==> src/rtl/serial_word_loader_pkg.sv <==
// Shared definitions for the serial word loader.
//   WORD_W  : default assembled word width
//   state_t : loader FSM states (IDLE / SHIFT / HOLD)
package serial_word_loader_pkg;

  localparam int unsigned WORD_W = 32;

  typedef enum logic [1:0] {
    S_IDLE  = 2'd0,
    S_SHIFT = 2'd1,
    S_HOLD  = 2'd2
  } state_t;

endpackage

==> src/rtl/serial_word_loader_sipo_shift_reg.sv <==
// Indexed bit-write register used to assemble the serial word.
//   clk     : clock
//   res     : asynchronous active-high clear
//   wr_en   : write bit_in into position wr_idx this cycle
//   wr_idx  : target bit index (0 = first bit of the word)
//   bit_in  : serial data bit
//   q       : register contents, q[0] = first bit received
module sipo_shift_reg #(
  parameter int WIDTH = 32,
  parameter int IDX_W = 6
) (
  input  logic             clk,
  input  logic             res,
  input  logic             wr_en,
  input  logic [IDX_W-1:0] wr_idx,
  input  logic             bit_in,
  output logic [0:WIDTH-1] q
);

  // Decoded per-bit enables keep the index compare at the counter width,
  // which may be wider than log2(WIDTH).
  always_ff @(posedge clk or posedge res) begin
    if (res) begin
      q <= '0;
    end else if (wr_en) begin
      for (int unsigned i = 0; i < WIDTH; i++) begin
        if (wr_idx == IDX_W'(i)) q[i] <= bit_in;
      end
    end
  end

endmodule

==> src/rtl/serial_word_loader.sv <==
// Serial-to-parallel front end feeding the 32-bit word register.
//   clk        : clock, all state changes on posedge
//   res        : asynchronous active-high reset
//   ser_in     : serial data bit
//   ser_valid  : ser_in valid this cycle
//   flush      : synchronous abort of partial/held word, clears overrun
//   word_ready : downstream accepts word_out this cycle (HOLD only)
//   word_out   : assembled word, word_out[0] = first bit received
//   word_valid : word_out complete and held
//   busy       : word in progress (SHIFT)
//   bit_count  : bits collected in current word
//   overrun    : sticky, a bit arrived in HOLD without acceptance
module serial_word_loader
  import serial_word_loader_pkg::*;
#(
  parameter int WIDTH = WORD_W,
  parameter int CNT_W = 6
) (
  input  logic             clk,
  input  logic             res,
  input  logic             ser_in,
  input  logic             ser_valid,
  input  logic             flush,
  input  logic             word_ready,
  output logic [0:WIDTH-1] word_out,
  output logic             word_valid,
  output logic             busy,
  output logic [CNT_W-1:0] bit_count,
  output logic             overrun
);

  state_t           state_q, state_d;
  logic [CNT_W-1:0] cnt_q, cnt_d;
  logic             ovr_q, ovr_d;
  logic             wr_en;
  logic [CNT_W-1:0] wr_idx;

  always_ff @(posedge clk or posedge res) begin
    if (res) begin
      state_q <= S_IDLE;
      cnt_q   <= '0;
      ovr_q   <= 1'b0;
    end else begin
      state_q <= state_d;
      cnt_q   <= cnt_d;
      ovr_q   <= ovr_d;
    end
  end

  always_comb begin
    state_d = state_q;
    cnt_d   = cnt_q;
    ovr_d   = ovr_q;
    wr_en   = 1'b0;
    wr_idx  = cnt_q;

    if (flush) begin
      state_d = S_IDLE;
      cnt_d   = '0;
      ovr_d   = 1'b0;
    end else begin
      unique case (state_q)
        S_IDLE: begin
          if (ser_valid) begin
            wr_en   = 1'b1;
            wr_idx  = '0;
            cnt_d   = CNT_W'(1);
            state_d = S_SHIFT;
          end
        end
        S_SHIFT: begin
          if (ser_valid) begin
            wr_en = 1'b1;
            if (cnt_q >= CNT_W'(WIDTH - 1)) begin
              cnt_d   = '0;
              state_d = S_HOLD;
            end else begin
              cnt_d = cnt_q + CNT_W'(1);
            end
          end
        end
        S_HOLD: begin
          if (word_ready) begin
            // Accept and, if a bit arrives in the same cycle, start the next word with it.
            if (ser_valid) begin
              wr_en   = 1'b1;
              wr_idx  = '0;
              cnt_d   = CNT_W'(1);
              state_d = S_SHIFT;
            end else begin
              state_d = S_IDLE;
            end
          end else if (ser_valid) begin
            ovr_d = 1'b1;
          end
        end
        default: begin
          state_d = S_IDLE;
          cnt_d   = '0;
        end
      endcase
    end
  end

  sipo_shift_reg #(
    .WIDTH(WIDTH),
    .IDX_W(CNT_W)
  ) u_sipo (
    .clk   (clk),
    .res   (res),
    .wr_en (wr_en),
    .wr_idx(wr_idx),
    .bit_in(ser_in),
    .q     (word_out)
  );

  assign word_valid = (state_q == S_HOLD);
  assign busy       = (state_q == S_SHIFT);
  assign bit_count  = cnt_q;
  assign overrun    = ovr_q;

endmodule

==> config.mk <==
export PLATFORM = sky130hd
export DESIGN_NAME = serial_word_loader
export DESIGN_NICKNAME = d
export VERILOG_FILES = /design/src/rtl/serial_word_loader_pkg.sv /design/src/rtl/serial_word_loader_sipo_shift_reg.sv /design/src/rtl/serial_word_loader.sv
export SDC_FILE = /design/constraint.sdc
export NUM_CORES = 1
export LEC_CHECK = 0
export CAP_MARGIN = 20
export CORE_MARGIN = 5
export CORE_UTILIZATION = 53
export CTS_CLUSTER_SIZE = 8
export DETAILED_ROUTE_END_ITERATION = 6
export PLACE_DENSITY = 0.95
export SYNTH_ARGS = -nofsm -noshare
export SYNTH_HDL_FRONTEND = slang
export SYNTH_SLANG_ARGS = --single-unit
==> constraint.sdc <==
create_clock -name clk -period 4.7 [get_ports clk]
set_input_delay 0.94 -clock clk [delete_from_list [all_inputs] [get_ports clk]]
set_output_delay 0.94 -clock clk [all_outputs]
set_load 0.02 [all_outputs]
==> summary.md, run 1 <==
| Metric | Value |
|---|---|
| Synthesized Nets | `186` |
| Largest cells by area after synthesis | `dfrtp_1 (52%), mux2_2 (18%), nand2_1 (6.8%), nand2b_1 (2.2%), nor2_1 (1.9%)` |
| Syn_area_per_cell | `11.1 um^2` |
| GRT Total Usage | `19.4%` |
| Synth async-reset ratio | `100%` |
| CTS tree | `yes` |
| Min-delay worst type | `reg -> reg` |
| Path type of the worst setup path | `in -> reg` |
| Nets@finish | `230` |
| Area of the mapped netlist | `1990 um^2` |
| Avg Vias per Cell | `5.66` |
| Post-synthesis mux area share | `18.1%` |
| CTS root buf | `clkbuf_8` |
| DIE WIDTH | `71.2 um` |
| Max-cap violations | `0` |
| Largest family of logic cells by synthesized area | `simple AND/OR/NAND/NOR gates` |
| Crit. End Element | `register` |
| Die height | `71.2 um` |
| Arrival time worst endpoint | `2930 ps` |
| Highest cell delay on the worst timing path | `520 ps` |
| Simple-Gate Fraction of Synth Area | `20.6%` |
| Placed Cells | `264` |
| Starting Density | `54.3%` |
| Period minus WS final | `2750 ps` |
| Pwr dens | `288 nW/um^2` |
| Number of global-route vias before repair | `1,623` |
| Endpoints failing setup | `0` |
| Fillcell total | `278` |
| Peak Freq | `363 MHz` |
| # hold bufs at CTS | `0` |
| Slowest CP cell | `clkdlybuf4s50_1` |
| Depth of the CTS H-tree | `2` |
| First-pass GRT wire length | `7700 um` |
| Area grow syn2layout | `30.0%` |
| Max FO, Critical Path | `7` |
| Setup TNS | `0 ps` |
| Clock Latency Late Sink | `290 ps` |
| Worst-Margin Slew | `949 ps` |
| Fraction of the mapped netlist area in adder cells | `0.629%` |
| Die area | `5080 um^2` |
| Final Non-Filler Cells | `272` |
| # IOs | `47` |
| Maximum VDD drop | `0.000270 V` |
| Routed wire length | `4490 um` |
| Post-route antenna net violation count | `0` |
| Area of the core | `3660 um^2` |
| Post-Syn Instances | `179` |
| CTS Buf Count | `5` |
| First-pass DRT Iterations | `4` |
| WHS | `509 ps` |
| Worst Path Required | `4880 ps` |
| DRT iter0 DRCs | `167` |
| Post-Synth XOR/XNOR Area | `0%` |
| Max Root-Sink Buffers | `2` |
| DR WL/cell | `16.5 um` |
| Clk_skew | `4.31 ps` |
| Via count | `1,540` |
| Post-synth EDFFs | `0` |
| Area leader, netlist | `dfrtp_1` |
| Post-CTS setup buffer count | `0` |
| Netlist cell types | `40` |
| Cell breakdown of the critical path | `clkdlybuf4s50_1 > nand2b_1 > or3b_1 > a221oi_1 > mux2_2` |
| PostCTS Resize Cnt | `0` |
| Largest net degree at the start of global routing | `33` |
| # port buffers | `46` |
| Antenna diodes | `0` |
| Layout cell share with drive strength beyond 1 | `20.1%` |
| Leakage power total | `1.14 nW` |
| Fin crit share | `58.6%` |
| RSZ-0062 raised after global routing | `no` |
| Clock Sinks | `41` |
| Placer Congestion | `0.836` |
| Nature of the critical path startpoint | `input pin` |
| Synth Warn # | `0` |
| Outcome | `completed` |
| Max-slew violations | `0` |
| Compound-gate portion of the synthesized area | `5.85%` |
| FP Rows | `22` |
| Post-synth top flop | `dfrtp_1` |
| Clk slew on worst S/H paths | `70 ps` |
| Top-area cell type share of the netlist area | `51.6%` |
| # DRC | `0` |
| Initial antenna violation count | `0` |
| Post-DP HPWL | `3040 um` |
| Sequential share of the synthesized area | `51.6%` |
| Hold Violations, Final | `0` |
| Headroom to the max-slew limit | `36.5%` |
| Grt ovf | `0` |
| #FFs+latches synth | `41` |
## path summary, 6_finish.rpt
kind | start | endpoint | slack (ps) | depth (start not counted)
min in group asynchronous | res | u_sipo.q[24] | 930 | 2
hold / removal | u_sipo.q[30] | u_sipo.q[30] | 510 | 1
setup / recovery | flush | u_sipo.q[0] | 1950 | 5
hold reg to reg | u_sipo.q[30] | u_sipo.q[30] | 510 | 1
max in group asynchronous | res | u_sipo.q[5] | 3010 | 3
setup reg to reg | bit_count[4] | u_sipo.q[13] | 2660 | 4
## worst max-delay path, delay by kind of cell
family                 cells  cell delay (ps)
AOI/OAI and AO/OA          1              320
buffers and inverters      1              520
muxes                      1              370
and+or+nand+nor            2              770
## power by group
part / internal, W / switching, W / total (W)
registers: 0.000362 / 0.0000117 / 0.000374
logic: 0.0000378 / 0.0000438 / 0.0000815
clock network: 0.000173 / 0.000117 / 0.000290
## cell type report
class	instances	area, um^2	share of cell area, %
multi-input combinational	125	900	34.8
clock buffer	7	86.3	3.34
timing repair buffer	48	475	18.4
tap	48	60.1	2.32
clock inverter	1	30.0	1.16
sequential	41	1030	39.7
inverter	2	7.51	0.290
## state kept, by name, indices dropped and copies added, names as in the netlist
register	count
u_sipo.q	32
bit_count	6
state_q	2
overrun	1
## routing by layer
| layer | global-route usage (%) | vias up | wire [um] |
|---|---|---|---|
| li1 | - | 713 | - |
| met1 | 24.0 | 764 | 1880 |
| met2 | 31.4 | 51 | 2240 |
| met3 | 6.45 | 12 | 268 |
| met4 | 7.31 | 0 | 102 |
| met5 | 0 | - | 0 |
## cell families (layout without fill, tap and decap cells)
kind of cell / count (synthesis) / count (layout)
mux: 32 / 32
buf+inv: 13 / 58
fa+ha+maj: 1 / 1
compound gates: 15 / 15
flops: 41 / 41
simple gates: 77 / 77
## cells in the mapped netlist, types with 2 or more instances
cell      instances
nand3_1           4
dfrtp_1          41
nor2_1           10
a221oi_1          2
nand2b_1          7
nor3b_1           3
nand2_1          36
nor4_1            2
nor3_1            3
clkbuf_1          5
buf_2             4
mux2_2           31
o21ai_0           3
inv_1             2
## metrics by stage
step           total power [W]  instance area, um^2  setup slack (ps)  util (%)
2_1_floorplan         0.000428                 1990              2340         -
3_3_place_gp          0.000460                 2470              1740      67.4
3_5_place_dp          0.000462                 2470              1670      67.4
4_1_cts               0.000753                 2580              1950      70.6
5_1_grt               0.000781                 2580              1820      70.6
6_report              0.000746                 2580              1950      70.6
## placed cells by master, fill, tap and decap left out, drive strengths merged
cell           Yosys  final
a31oi              1      1
nand4bb            1      1
ha                 1      1
nand3b             1      1
and2b              1      1
nor3b              4      4
a41o               1      1
buf                5      2
or2b               1      1
a221oi             2      2
nor2b              1      1
o31a               1      1
clkdlybuf4s50      0     46
dfrtp             41     41
bufinv             0      1
or4                1      1
or4b               1      1
nand3              4      4
or3b               2      2
o32ai              1      1
o41ai              1      1
o21ai              3      3
nor2              10     10
a21bo              1      1
clkbuf             6      7
nand2b             7      7
o31ai              1      1
o21bai             1      1
a211o              1      1
nand2             36     36
nor4               2      2
nor4b              2      2
inv                2      2
mux2              32     32
nor3               3      3
a21o               1      1
No activity file was read; power rests on OpenSTA's default activity.
==> run 2, diff against run 1 <==
- CORE_UTILIZATION: 53 -> 49
- PLACE_DENSITY: 0.95 -> 0.91
- clock period: 4.7 -> 2.7 ns (I/O delays scaled with it)
==> summary.md, run 2 (synthesis gave the netlist of run 1 again) <==
| Metric | Value |
|---|---|
| Placer Congestion | `0.816 (-2.3%)` |
| DR WL/cell | `16.5 um (+0.15%)` |
| Headroom to the max-slew limit | `66.0% (+29 points)` |
| Cell breakdown of the critical path | `nor2b_1 > clkdlybuf4s50_1` |
| Slowest CP cell | `clkdlybuf4s50_1` |
| Starting Density | `50.1% (-4.2 points)` |
| # DRC | `0 (unchanged)` |
| Post-DP HPWL | `3240 um (+6.6%)` |
| Max-slew violations | `0 (unchanged)` |
| Worst Path Required | `2160 ps (-2720 ps)` |
| Max-cap violations | `0 (unchanged)` |
| Endpoints failing setup | `0 (unchanged)` |
| PostCTS Resize Cnt | `0 (unchanged)` |
| DIE WIDTH | `73.7 um (+3.4%)` |
| Register bank with the most flops | `u_sipo.q` |
| Register Area | `1030 um^2 (unchanged)` |
| CP delay by family, top | `buffers and inverters` |
| Final Non-Filler Cells | `280 (+2.9%)` |
| # port buffers | `46 (unchanged)` |
| Max Root-Sink Buffers | `2 (unchanged)` |
| Via count | `1,535 (-0.32%)` |
| Worst hold path depth | `1 (unchanged)` |
| Fillcell total | `330 (+19%)` |
| Pre-CTS setup slack | `209 ps (-1460 ps)` |
| Placed Cells | `272 (+3.0%)` |
| Path type of the worst setup path | `reg -> out` |
| Initial antenna violation count | `0 (unchanged)` |
| Routed wire length | `4630 um (+3.1%)` |
| Post-route antenna net violation count | `0 (unchanged)` |
| Setup TNS | `0 ps (unchanged)` |
| Number of global-route vias before repair | `1,611 (-0.74%)` |
| Nets@finish | `236 (+2.6%)` |
| Area grow syn2layout | `31.3%` |
| Min-delay worst type | `reg -> reg` |
| Worst r2r src | `state_q[1]` |
| Largest net degree at the start of global routing | `42 (+27%)` |
| Tot Pwr | `0.00121 W (+63%)` |
| Clock Sinks | `41 (unchanged)` |
| Die area | `5430 um^2 (+7.0%)` |
| Reg2Reg Setup Slack | `740 ps (-1920 ps)` |
| CTS Buf Count | `5 (unchanged)` |
| Die height | `73.7 um (+3.4%)` |
| Clk slew on worst S/H paths | `80 ps (about the same)` |
| Avg Vias per Cell | `5.48 (-3.2%)` |
| Multi-input logic area | `900 um^2 (unchanged)` |
| FP Rows | `23 (+4.5%)` |
| Max FO, Critical Path | `10 (+3)` |
| RR Endpoint | `u_sipo.q[13]` |
| Depth of the CTS H-tree | `2 (unchanged)` |
| Hold Violations, Final | `0 (unchanged)` |
| WHS Endpoint | `u_sipo.q[13]` |
| Maximum VDD drop | `0.000474 V (+75%)` |
| Max reg flops | `32 (unchanged)` |
| Antenna diodes | `0 (unchanged)` |
| Worst-Margin Slew | `510 ps (-439 ps)` |
| Commonest cells after routing, fill and taps aside | `clkdlybuf4s50_1 (46), dfrtp_1 (41), nand2_1 (36)` |
| Final setup margin | `492 ps (-1450 ps)` |
| Commonest non-fill, non-tap cell in the layout | `clkdlybuf4s50_1` |
| First-pass DRT Iterations | `4 (unchanged)` |
| Cells on worst reg2reg path | `4 (unchanged)` |
| Post-CTS setup buffer count | `0 (unchanged)` |
| CTS tree | `yes` |
| CTS root buf | `clkbuf_8` |
| Area of the core | `3970 um^2 (+8.5%)` |
| # hold bufs at CTS | `0 (unchanged)` |
| Fin crit share | `81.8%` |
| # IOs | `47 (unchanged)` |
| Critical path buffers and inverters | `1 (unchanged)` |
| GRT Total Usage | `19.2% (-0.15 points)` |
| Outcome | `completed` |
| Layout cell share with drive strength beyond 1 | `22.6% (+2.5 points)` |
| Period minus WS final | `2210 ps` |
| Highest cell delay on the worst timing path | `630 ps (+110 ps)` |
| Hold_sp | `u_sipo.q[13]` |
| Crit. End Element | `output pin` |
| Pwr dens | `465 nW/um^2 (+61%)` |
| Clk_skew | `9.25 ps (+4.94 ps)` |
| DRT iter0 DRCs | `125 (-25%)` |
| RSZ-0062 raised after global routing | `no` |
| Clock Latency Late Sink | `300 ps (about the same)` |
| Peak Freq | `453 MHz` |
| First-pass GRT wire length | `7780 um (+0.99%)` |
| Nature of the critical path startpoint | `register` |
| Arrival time worst endpoint | `1670 ps (-1260 ps)` |
| Leakage power total | `1.15 nW (+1.5%)` |
| Grt ovf | `0 (unchanged)` |
[run 2: changes by cell type in the layout (fill, tap and decap cells not counted)]
| cell | previous run | this run |
|---|---|---|
| clkinvlp_4 | 0 | 1 |
| clkbuf_1 | 1 | 0 |
| inv_6 | 0 | 1 |
| bufinv_16 | 1 | 0 |
| clkbuf_8 | 6 | 5 |
| buf_4 | 2 | 8 |
| clkinv_4 | 0 | 1 |
[run 2: worst max-delay path by stage]
stage                           from           to  slack [ps]  cells after the start
after CTS                 state_q[1]   word_valid         520                      2
after floorplan                flush  u_sipo.q[0]         740                      5
final                     state_q[1]   word_valid         490                      2
after detailed placement       flush  u_sipo.q[0]         210                      5
after global routing           flush  u_sipo.q[0]         410                      5
after global placement         flush  u_sipo.q[0]         320                      5
[run 2: per-layer routing]
metal	up-vias	track usage [%]	wire length, um
met5	-	0	0
met4	0	8.25	106
met3	11	5.20	174
met2	41	30.7	2380
met1	761	24.4	1970
li1	722	-	-
[run 2: final cells by class]
cell class	instances	area share, %
repair buffers	54	19.9
flip-flops and latches	41	39.3
well taps	50	2.40
clock inverters	3	0.959
multi-input cells	125	34.5
clock buffers	5	2.64
inverters	2	0.288
[run 2: worst register-to-register path, delay by kind of cell (launching register included)]
kind,cells,cell delay (ps)
AND/OR/NAND/NOR,3,1040
multiplexers,1,330
flip-flops,1,490
[run 2: stage by stage]
stage / hold WS [ps] / utilization [%] / instance area, um^2
after floorplan: 599 / - / 1990
after global placement: 479 / 63.4 / 2520
after detailed placement: 485 / 63.4 / 2520
after CTS: 506 / 65.7 / 2610
after global routing: 519 / 65.7 / 2610
final: 504 / 65.7 / 2610
[run 2: where the power goes]
group	internal (W)	switching, W	leakage, nW
Clock	0.000186	0.000227	0.0447
Sequential	0.000630	0.0000226	0.565
Combinational	0.0000694	0.0000776	0.543
Total	0.000886	0.000327	1.15
==> run 3, diff against run 2 <==
- clock period: 2.7 -> 2.2 ns (I/O delays scaled with it)
==> summary.md, run 3 (synthesis gave the netlist of run 1 again) <==
| Metric | Value |
|---|---|
| Outcome | `completed` |
| Max-slew violations | `0 (unchanged)` |
| Period minus WS final | `2100 ps` |
| Worst hold path depth | `2 (+1)` |
| Fillcell total | `317 (-3.9%)` |
| Grt ovf | `0 (unchanged)` |
| RR Endpoint | `u_sipo.q[13]` |
| Peak Freq | `476 MHz` |
| Multi-input logic area | `900 um^2 (unchanged)` |
| Via count | `1,563 (+1.8%)` |
| Antenna diodes | `0 (unchanged)` |
| Max reg flops | `32 (unchanged)` |
| # port buffers | `46 (unchanged)` |
| Clk_skew | `7.24 ps (-2.01 ps)` |
| DR WL/cell | `15.5 um (-6.1%)` |
| Path type of the worst setup path | `reg -> out` |
| Setup TNS | `0 ps (unchanged)` |
| Starting Density | `50.1% (unchanged)` |
| Post-CTS setup buffer count | `0 (unchanged)` |
| Arrival time worst endpoint | `1660 ps (about the same)` |
| Pwr dens | `553 nW/um^2 (+19%)` |
| CTS tree | `yes` |
| Worst Path Required | `1760 ps (-400 ps)` |
| WHS Endpoint | `overrun` |
| Max-cap violations | `0 (unchanged)` |
| Number of global-route vias before repair | `1,646 (+2.2%)` |
| DIE WIDTH | `73.7 um (unchanged)` |
| Clk slew on worst S/H paths | `80 ps (about the same)` |
| Depth of the CTS H-tree | `2 (unchanged)` |
| Nature of the critical path startpoint | `register` |
| CTS Buf Count | `5 (unchanged)` |
| Headroom to the max-slew limit | `66.1% (+0.16 points)` |
| # DRC | `0 (unchanged)` |
| Clock Latency Late Sink | `290 ps (about the same)` |
| PostCTS Resize Cnt | `0 (unchanged)` |
| Min-delay worst type | `reg -> reg` |
| First-pass GRT wire length | `7450 um (-4.2%)` |
| Worst-Margin Slew | `508 ps (-2.44 ps)` |
| Area grow syn2layout | `33.6%` |
| RSZ-0062 raised after global routing | `no` |
| Register bank with the most flops | `u_sipo.q` |
| GRT Total Usage | `17.7% (-1.5 points)` |
| Finished Core Util | `66.9% (+1.2 points)` |
| First-pass DRT Iterations | `5 (+1)` |
| Post-DP HPWL | `3190 um (-1.5%)` |
| Fin crit share | `95.6%` |
| Max FO, Critical Path | `10 (unchanged)` |
| Commonest cells after routing, fill and taps aside | `clkdlybuf4s50_1 (46), dfrtp_1 (41), nand2_1 (36)` |
| Clock Sinks | `41 (unchanged)` |
| Placer Congestion | `0.841 (+3.1%)` |
| Commonest non-fill, non-tap cell in the layout | `clkdlybuf4s50_1` |
| Endpoints failing setup | `0 (unchanged)` |
| # IOs | `47 (unchanged)` |
| DRT iter0 DRCs | `127 (+1.6%)` |
| Largest net degree at the start of global routing | `42 (unchanged)` |
| Reg2Reg Setup Slack | `210 ps (-530 ps)` |
| Routed wire length | `4450 um (-3.7%)` |
| FP Rows | `23 (unchanged)` |
| Cells on worst reg2reg path | `4 (unchanged)` |
| Die area | `5430 um^2 (unchanged)` |
| Nets@finish | `243 (+3.0%)` |
| Layout cell share with drive strength beyond 1 | `24.5% (+1.9 points)` |
| # hold bufs at CTS | `0 (unchanged)` |
| Register Area | `1030 um^2 (unchanged)` |
| CTS root buf | `clkbuf_8` |
| Avg Vias per Cell | `5.45 (-0.66%)` |
| Hold Violations, Final | `0 (unchanged)` |
| Hold_sp | `overrun` |
| Die height | `73.7 um (unchanged)` |
| Area of the core | `3970 um^2 (unchanged)` |
| Crit. End Element | `output pin` |
| Post-route antenna net violation count | `0 (unchanged)` |
| Worst r2r src | `state_q[1]` |
| Maximum VDD drop | `0.000383 V (-19%)` |
| Max Root-Sink Buffers | `2 (unchanged)` |
| Leakage power total | `1.18 nW (+2.3%)` |
| Initial antenna violation count | `0 (unchanged)` |
==> run 3: layout make-up <==
class / count / share of cell area, %
well taps: 50 / 2.36
clock buffers: 6 / 2.73
multi-input cells: 125 / 33.9
flip-flops and latches: 41 / 38.6
repair buffers: 61 / 21.6
inverters: 2 / 0.283
clock inverters: 2 / 0.565
==> run 3: worst max path at each step <==
stage | cells after the start | to | slack [ps] | startpoint
3_3_place_gp | 5 | u_sipo.q[0] | 50 | word_ready
4_1_cts | 2 | word_valid | 110 | state_q[1]
6_report | 2 | word_valid | 100 | state_q[1]
2_1_floorplan | 4 | u_sipo.q[13] | 290 | bit_count[4]
5_1_grt | 2 | word_valid | 20 | state_q[1]
3_5_place_dp | 7 | bit_count[3] | 20 | word_ready
==> run 3: through the flow <==
stage	hold WS, ps	cell area (um^2)	power, W	instances	setup WS, ps
floorplan	506	1990	0.000913	179	289
global placement	486	2570	0.000999	279	50.3
detailed placement	490	2570	0.00100	279	22.5
CTS	507	2660	0.00148	287	107
global route	518	2660	0.00153	287	22.7
finish	504	2660	0.00147	287	97.1
==> run 3: critical path, cell delays in order (launching register included) <==
cell and delay, ps:
dfrtp_1 520, nor2b_1 230, clkdlybuf4s50_1 630
==> run 3: power breakdown <==
part           switching (W)  internal [W]  total, W  leakage [nW]
clock network       0.000259      0.000223  0.000482        0.0374
registers          0.0000213      0.000773  0.000795         0.565
logic              0.0000992     0.0000921  0.000191         0.578
total               0.000379       0.00109   0.00147          1.18
==> run 3: metal layers <==
| metal | vias up | wire length (um) | GRT usage, % |
|---|---|---|---|
| li1 | 735 | - | - |
| met1 | 784 | 1920 | 22.7 |
| met2 | 37 | 2310 | 28.8 |
| met3 | 7 | 178 | 5.06 |
| met4 | 0 | 41 | 5.43 |
| met5 | - | 0 | 0 |
